### config.mk
export PLATFORM = sky130hd
export DESIGN_NAME = inst_fetch_flat
export DESIGN_NICKNAME = d
export VERILOG_FILES = /design/src/rtl/inst_fetch_pkg.sv /design/src/rtl/inst_fetch_if.sv /design/src/rtl/inst_fetch_if_id_reg.sv /design/src/rtl/inst_fetch.sv /design/src/flat_wrapper.sv
export SDC_FILE = /design/constraint.sdc
export NUM_CORES = 1
export LEC_CHECK = 0
export ABC_AREA = 1
export BUFFER_PORTS_ARGS = -buffer_cell sky130_fd_sc_hd__buf_2
export CAP_MARGIN = 20
export CORE_MARGIN = 1.5
export CORE_UTILIZATION = 46
export DETAILED_ROUTE_END_ITERATION = 8
export GPL_TIMING_DRIVEN = 0
export PLACE_DENSITY_LB_ADDON = 0.2
export SLEW_MARGIN = 25
export SYNTH_ARGS = -nofsm -noshare
export SYNTH_HDL_FRONTEND = slang
export SYNTH_SLANG_ARGS = --single-unit
### constraint.sdc
create_clock -name clk -period 1.7 [get_ports clk]
set_input_delay 0.17 -clock clk [delete_from_list [all_inputs] [get_ports clk]]
set_output_delay 0.17 -clock clk [all_outputs]
set_load 0.01 [all_outputs]
### src/rtl/inst_fetch_pkg.sv
// rtl/inst_fetch_pkg.sv - shared widths, reset constants and encodings for the fetch stage
package inst_fetch_pkg;

  localparam int          PC_BUS   = 16;
  localparam int          INST_BUS = 16;
  localparam logic [15:0] NOP_INST = 16'h0800;
  localparam logic [15:0] RESET_PC = 16'h0000;

  typedef enum logic [1:0] {
    IF_BOOT = 2'd0,
    IF_RUN  = 2'd1,
    IF_WAIT = 2'd2
  } if_state_e;

  // Control applied to the IF/ID register each cycle.
  typedef enum logic [1:0] {
    IFID_HOLD   = 2'd0,
    IFID_LOAD   = 2'd1,
    IFID_BUBBLE = 2'd2
  } ifid_op_e;

endpackage

### src/rtl/inst_fetch_if.sv
// rtl/inst_fetch_if.sv - fetch-stage bundle: control inputs, instruction port and IF/ID outputs
interface inst_fetch_if #(
  parameter int PC_W   = inst_fetch_pkg::PC_BUS,
  parameter int INST_W = inst_fetch_pkg::INST_BUS
);
  import inst_fetch_pkg::*;

  logic              stall;
  logic              mem_ready;
  logic              br_taken;
  logic [PC_W-1:0]   br_target;
  logic [PC_W-1:0]   pc;
  logic [INST_W-1:0] inst;
  logic [INST_W-1:0] if_inst;
  logic [PC_W-1:0]   if_pc;
  logic [PC_W-1:0]   if_pc1;
  logic              if_valid;
  logic [15:0]       fetch_cnt;

  modport master (
    input  stall, mem_ready, br_taken, br_target, inst,
    output pc, if_inst, if_pc, if_pc1, if_valid, fetch_cnt
  );

  modport slave (
    output stall, mem_ready, br_taken, br_target, inst,
    input  pc, if_inst, if_pc, if_pc1, if_valid, fetch_cnt
  );

endinterface

### src/rtl/inst_fetch_if_id_reg.sv
// rtl/inst_fetch_if_id_reg.sv - IF/ID pipeline register with hold, load and bubble controls
module if_id_reg #(
  parameter int                PC_W     = inst_fetch_pkg::PC_BUS,
  parameter int                INST_W   = inst_fetch_pkg::INST_BUS,
  parameter logic [INST_W-1:0] NOP_INST = inst_fetch_pkg::NOP_INST
) (
  input  logic                     clk,
  input  logic                     rst,
  input  inst_fetch_pkg::ifid_op_e op,
  input  logic [INST_W-1:0]        ld_inst,
  input  logic [PC_W-1:0]          ld_pc,
  output logic [INST_W-1:0]        if_inst,
  output logic [PC_W-1:0]          if_pc,
  output logic [PC_W-1:0]          if_pc1,
  output logic                     if_valid
);
  import inst_fetch_pkg::*;

  always_ff @(posedge clk) begin
    if (!rst) begin
      if_inst  <= NOP_INST;
      if_pc    <= '0;
      if_pc1   <= '0;
      if_valid <= 1'b0;
    end else begin
      case (op)
        IFID_LOAD: begin
          if_inst  <= ld_inst;
          if_pc    <= ld_pc;
          if_pc1   <= ld_pc + PC_W'(1);
          if_valid <= 1'b1;
        end
        // A bubble leaves if_pc/if_pc1 pointing at the last real fetch.
        IFID_BUBBLE: begin
          if_inst  <= NOP_INST;
          if_valid <= 1'b0;
        end
        default: ;
      endcase
    end
  end

endmodule

### src/rtl/inst_fetch.sv
// rtl/inst_fetch.sv - program counter, next-PC selection, fetch FSM and fetch counter
module inst_fetch #(
  parameter int                PC_W     = inst_fetch_pkg::PC_BUS,
  parameter int                INST_W   = inst_fetch_pkg::INST_BUS,
  parameter logic [PC_W-1:0]   RESET_PC = inst_fetch_pkg::RESET_PC,
  parameter logic [INST_W-1:0] NOP_INST = inst_fetch_pkg::NOP_INST
) (
  input  logic         clk,
  input  logic         rst,
  inst_fetch_if.master bus
);
  import inst_fetch_pkg::*;

  if_state_e       state_q;
  logic [PC_W-1:0] pc_q;
  logic [15:0]     fetch_cnt_q;
  ifid_op_e        ifid_op;

  // Redirect beats stall beats a busy memory port; BOOT never touches IF/ID.
  always_comb begin
    ifid_op = IFID_HOLD;
    if (state_q != IF_BOOT) begin
      if (bus.br_taken)       ifid_op = IFID_BUBBLE;
      else if (bus.stall)     ifid_op = IFID_HOLD;
      else if (!bus.mem_ready) ifid_op = IFID_BUBBLE;
      else                    ifid_op = IFID_LOAD;
    end
  end

  always_ff @(posedge clk) begin
    if (!rst) begin
      state_q     <= IF_BOOT;
      pc_q        <= RESET_PC;
      fetch_cnt_q <= '0;
    end else begin
      case (state_q)
        IF_BOOT: state_q <= IF_RUN;
        default: begin
          if (bus.br_taken) begin
            pc_q    <= bus.br_target;
            state_q <= IF_RUN;
          end else if (bus.stall) begin
            state_q <= state_q;
          end else if (!bus.mem_ready) begin
            state_q <= IF_WAIT;
          end else begin
            pc_q        <= pc_q + PC_W'(1);
            fetch_cnt_q <= fetch_cnt_q + 16'd1;
            state_q     <= IF_RUN;
          end
        end
      endcase
    end
  end

  assign bus.pc        = pc_q;
  assign bus.fetch_cnt = fetch_cnt_q;

  if_id_reg #(
    .PC_W     (PC_W),
    .INST_W   (INST_W),
    .NOP_INST (NOP_INST)
  ) u_if_id_reg (
    .clk      (clk),
    .rst      (rst),
    .op       (ifid_op),
    .ld_inst  (bus.inst),
    .ld_pc    (pc_q),
    .if_inst  (bus.if_inst),
    .if_pc    (bus.if_pc),
    .if_pc1   (bus.if_pc1),
    .if_valid (bus.if_valid)
  );

endmodule

### src/flat_wrapper.sv
// flat-port wrapper written by rule: the top's interface ports become plain ports
module inst_fetch_flat import inst_fetch_pkg::*;
#(
  parameter int                PC_W     = inst_fetch_pkg::PC_BUS,
  parameter int                INST_W   = inst_fetch_pkg::INST_BUS,
  parameter logic [PC_W-1:0]   RESET_PC = inst_fetch_pkg::RESET_PC,
  parameter logic [INST_W-1:0] NOP_INST = inst_fetch_pkg::NOP_INST
)
  (clk, rst, bus_stall, bus_mem_ready, bus_br_taken, bus_br_target, bus_inst, bus_pc, bus_if_inst, bus_if_pc, bus_if_pc1, bus_if_valid, bus_fetch_cnt);
  inst_fetch_if #(.PC_W(PC_W), .INST_W(INST_W)) bus_i ();
  input  logic clk;
  input  logic rst;
  input wire logic [$bits(bus_i.stall)-1:0] bus_stall;
  input wire logic [$bits(bus_i.mem_ready)-1:0] bus_mem_ready;
  input wire logic [$bits(bus_i.br_taken)-1:0] bus_br_taken;
  input wire logic [$bits(bus_i.br_target)-1:0] bus_br_target;
  input wire logic [$bits(bus_i.inst)-1:0] bus_inst;
  output wire logic [$bits(bus_i.pc)-1:0] bus_pc;
  output wire logic [$bits(bus_i.if_inst)-1:0] bus_if_inst;
  output wire logic [$bits(bus_i.if_pc)-1:0] bus_if_pc;
  output wire logic [$bits(bus_i.if_pc1)-1:0] bus_if_pc1;
  output wire logic [$bits(bus_i.if_valid)-1:0] bus_if_valid;
  output wire logic [$bits(bus_i.fetch_cnt)-1:0] bus_fetch_cnt;
  assign bus_i.stall = bus_stall;
  assign bus_i.mem_ready = bus_mem_ready;
  assign bus_i.br_taken = bus_br_taken;
  assign bus_i.br_target = bus_br_target;
  assign bus_i.inst = bus_inst;
  assign bus_pc = bus_i.pc;
  assign bus_if_inst = bus_i.if_inst;
  assign bus_if_pc = bus_i.if_pc;
  assign bus_if_pc1 = bus_i.if_pc1;
  assign bus_if_valid = bus_i.if_valid;
  assign bus_fetch_cnt = bus_i.fetch_cnt;
  inst_fetch #(.PC_W(PC_W), .INST_W(INST_W), .RESET_PC(RESET_PC), .NOP_INST(NOP_INST)) u_core (.clk(clk), .rst(rst), .bus(bus_i));
endmodule
* Word level (Yosys, flattened, before mapping) *
Cells that the tools add are included.
Widths: inputs -> output; s select.

word-level totals
  output and inout bits = 81
  logic and storage cells = 37
  register bits = 83
  input port bits = 37

operators by class
  reductions and logical operators = 7
  $add $sub $neg = 2
  equal/unequal tests = 4
  bitwise gates (word level) = 4
  mux-type cells = 12

operators by type and width
  operator               number
  $mux 16                3
  $add 16x1->16 const B  2
  $pmux 16 s2            1
  $mux 2                 4
  $reduce_bool 2->1      3
  $not 1->1              4
  $reduce_and 4->1       1
  $mux 1                 3
  $ne 3x1->1 const B     1
  $reduce_and 3->1       1
  $reduce_or 3->1        1
  $eq 2x1->1 const B     1
  $eq 2x2->1 const B     1
  $logic_not 2->1        1
  $ne 2x1->1 const B     1
  $pmux 1 s2             1

* Logic depth before layout (Yosys ltp) *
  depth in word-level cells = 6
  gate-level depth with buffers = 12
  mapped depth without buffers = 10

* Hierarchy *
A second synthesis with hierarchy kept.

second synthesis, totals
  cell total of the unflattened synthesis = 640
  area, all modules = 4,214.0 um2

by module, submodules not included
  module      area an instance (um2)  seq. area each (um2)  cells each  instances
  if_id_reg   2,160.8                 980.9                 299         1
  inst_fetch  2,053.2                 680.7                 341         1

* Worst setup path after synthesis *
Ideal clock, no wire load.

  kind = reg2reg
  start = register u_core.state_q[0]
  end = register u_core.u_if_id_reg.if_inst[10]
  stages on the path, launching flop included = 11
  buffers on the path = 3
  data required time = 1.630 ns
  period minus slack after synthesis = 1.852 ns
  data arrival time = 1.781 ns
  setup slack = -0.152 ns
  library setup time = 0.070 ns
  cells stage by stage = dfxtp_1 -> inv_1 -> nand2_1 -> nand3_4 -> buf_6 -> ha_1 -> buf_2 -> nor2_1 -> buf_2 -> nand2_1 -> a21oi_1

on the way
  word-level cells in the longest chain between the ends = 4
  elaborated cells between the ends (all ways) = 6
  classes of those cells = eq/ne: 2; mux: 2; reduce/logical: 2

ends and longest elaborated chain
  item                                              RTL line                    text
  start, declared                                   inst_fetch.sv:14            if_state_e state_q;
  start signal, assigned                            inst_fetch.sv:43            state_q <= state_q;
  $reduce_bool 2->1 (*)                             inst_fetch.sv:22            if (state_q != IF_BOOT) begin
  $mux 2 (*)                                        inst_fetch.sv:22
  $eq 2x2->1 or $eq 2x1->1 (tied branches)          inst_fetch_if_id_reg.sv:26  case (op)
  $pmux 16 s2 or $reduce_bool 2->1 (tied branches)  -
  end signal, assigned                              inst_fetch_if_id_reg.sv:28  if_inst <= ld_inst;
  end, declared                                     inst_fetch_if_id_reg.sv:12  output logic [INST_W-1:0] if_inst,

Mark *: on every way between the ends. The rest lies on a longest branch, timed or not.
A chain may end at the register's enable or synchronous reset.

* Worst setup path after layout *
Same ends and word-level chain as after synthesis.

==> results.cfg <==
[synth]
synth_common_cells = nand2_1, dfxtp_1, nor2_1, a21oi_1, o21ai_0
avgSynthCellArea_um2 = 7.13
synth_top_area_share_pct = 43.5
yosysTopAreaCell = dfxtp_1
ys_async_sr_fraction_pct = 0
synth_area_um2 = 3820
ys_types = 36
synth_area_leaders = dfxtp_1, nand2_1, a21oi_1
yosysMostFrequentCell = nand2_1
ys_ff_latch = 83
synthFlopType = dfxtp_1
ys_seq_area_share_pct = 43.5
netlist_instances = 535
yosysWarnings = 0
syn_nets = 577
synth_edf_count = 0

[setup_path]
slowest_stage = dfxtp_2
arrival_ns = 1.93
crit_path_end_kind = flop
crit_family = buffers and inverters
crit_buf_inv = 4
required_ns = 1.98
critPathMaxFanout = 6
cpMostUsedCell = buf_6
crit_type = reg -> reg
cp_slowest_stage_delay_ns = 0.34
cp-start-kind = flop
r2r_slack_ns = 0.05
path_cells = inv_1, nand2_2, nand3_4, buf_8, ha_1, buf_6, nor2_4, buf_6, nand2_1, a21oi_1

[sta]
relSlewSlack_pct = 64.6
hold_viol_final = 0
timing.fmax_mhz = 607
finalMaxSlewViolations = 0
finalSetupViolations = 0
setup_ws_ns = 0.0537
setup_tns_ns = 0
skew_ns = 0.00897
hold_ws_ns = 0.0473
tightestPinTransition_ns = 0.531
finalCriticalPeriod_ns = 1.65
rsz0062_at_grt = true
finalCritPeriodShare_pct = 96.8

[drt]
drtIter0Drc = 118
final_antenna_net_count = 0
drt_pass1_iterations = 4
avgViaCountPerCell = 4.95
routedWlPerCell_um = 13.4
vias = 3852
drc = 0
routed_wl_um = 10400

[floorplan]
core.rowCount = 33
start_util_pct = 46.9
coreArea_um2 = 8130
die_w_um = 94.1
die_height_um = 94.1
die-area_um2 = 8850
io_pins = 118

[status]
status = complete, no violations

[cells_and_area]
stdcell_area_um2 = 4880
nFillCells = 785
multi_input_area_um2 = 1880
area_delta_synth_final_pct = 28.0
n_antenna_cell = 0
drive_above_1_share_pct = 29.1
nets = 712
seq_area_um2 = 1670

[min_path]
worstHoldPathType = in -> reg

[pwr]
clockPowerShare_pct = 35.9
power_frac_comb_pct = 13.9
p_switching_mw = 1.14
power.total_mw = 4.22
p_sw_share_pct = 27.0
irDropWorstVdd_v = 0.000402
internal_power_mw = 3.08
power.density_nw_per_um2 = 865
pwr-share-seq_pct = 50.2
power.leakage_nw = 2.29

[clocking]
cts_buffers = 9
worstSkewPairLatency_ns = 0.36
cts_num_sinks = 83
cts.path.max_buffers = 2
cts-root-buf = clkbuf_8
clk_pin_slew_worst_paths_ns = 0.09
htree_num_levels = 3
cts_tree = yes

[global_route]
grt_pass1_vias = 3636
grt_overflow_total = 0
antenna_found_initial = 0
grt_use_total_pct = 24.0
grt_pass1_wl_um = 16600
grt_max_degree = 14

[placed_design]
place.gp.congestion = 0.863
io_buffers = 117
dpl_cell_area_um2 = 4550
dpl.hpwl_um = 7750
pre_cts_slack_ns = -0.386

[job]
maxCapViolations = 0
[flip-flops by register name (all words and copies together) (netlist names)]
name                         cells
u_core.bus.fetch_cnt            16
u_core.u_if_id_reg.if_pc        16
u_core.bus.pc                   16
u_core.u_if_id_reg.if_pc1       16
u_core.state_q                   2
u_core.u_if_id_reg.if_valid      1
u_core.u_if_id_reg.if_inst      16
[per-stage QoR]
stage / utilization [%] / instances
after floorplan: - / 535
after global placement: 55.9 / 757
after detailed placement: 55.9 / 757
after CTS: 59.1 / 772
after global routing: 60.0 / 778
final: 60.0 / 778
[worst paths after layout]
path / start / endpoint / cells after the start
max reg2reg: u_core.state_q[0] / u_core.u_if_id_reg.if_inst[10] / 10
min reg2reg: u_core.u_if_id_reg.if_inst[15] / u_core.u_if_id_reg.if_inst[15] / 2
max: u_core.state_q[0] / u_core.u_if_id_reg.if_inst[10] / 10
min: bus_inst[0] / u_core.u_if_id_reg.if_inst[0] / 3
[timing repair]
item	4_1_cts	5_1_grt
endpoints found under the setup margin	49	43
pin swaps	2	4
hold buffers	0	0
gates cloned	0	1
setup buffers	2	5
resized for setup	15	13
[logic make-up (layout without fill, tap and decap cells)]
| kind of cell | Yosys count | after routing | synth area share, % |
|---|---|---|---|
| adders and majority gates | 5 | 5 | 1.64 |
| DFF | 83 | 83 | 43.5 |
| buffers and inverters | 75 | 213 | 8.20 |
| xor gates and xnor gates | 7 | 7 | 1.61 |
| and+or+nand+nor | 231 | 231 | 26.3 |
| AOI/OAI and AO/OA | 134 | 134 | 18.7 |
[power by group through the flow]
stage / Combinational [mW] / Sequential [mW] / Clock (mW)
final: 0.587 / 2.12 / 1.52
after global routing: 0.653 / 2.14 / 1.63
after CTS: 0.562 / 2.12 / 1.55
after detailed placement: 0.541 / 2.16 / 0
after global placement: 0.531 / 2.16 / 0
after floorplan: 0.285 / 2.19 / 0
[routing by layer]
layer | share of wire, % | track usage, % | vias up
met2 | 50 | 42.8 | 109
li1 | - | - | 1989
met3 | 4.9 | 4.21 | 13
met4 | 1.4 | 10.6 | 0
met1 | 44 | 27.9 | 1741
met5 | 0 | 0 | -
[tightest hold or removal path, cell delays in order]
cell and delay (ns):
buf_2 0.09, nand2_1 0.05, a21oi_1 0.05
[layout by cell type, fill, tap and decap left out, types with 5 or more instances in the layout]
cell,synthesis,routed
nand2_2,6,7
clkbuf_1,14,8
dfxtp_1,83,79
nand4_1,6,6
o21ai_0,55,54
nand3_1,9,9
clkbuf_8,0,10
nor2_2,7,8
nor2_1,71,69
nand2_1,120,119
buf_6,2,5
buf_4,1,8
inv_1,47,47
o21ai_1,4,5
buf_2,6,120
nor2_4,6,7
a21oi_1,63,60
[area by class of cell]
type                    count  share of cell area [%]
clock buffers               9                    2.54
multi-input cells         377                    38.6
repair buffers            125                    13.4
well taps                 105                    2.69
flip-flops and latches     83                    34.1
plain buffers              23                    3.05
clock inverters             5                    1.64
inverters                  51                    4.02
Power figures use the tool's default switching activity.
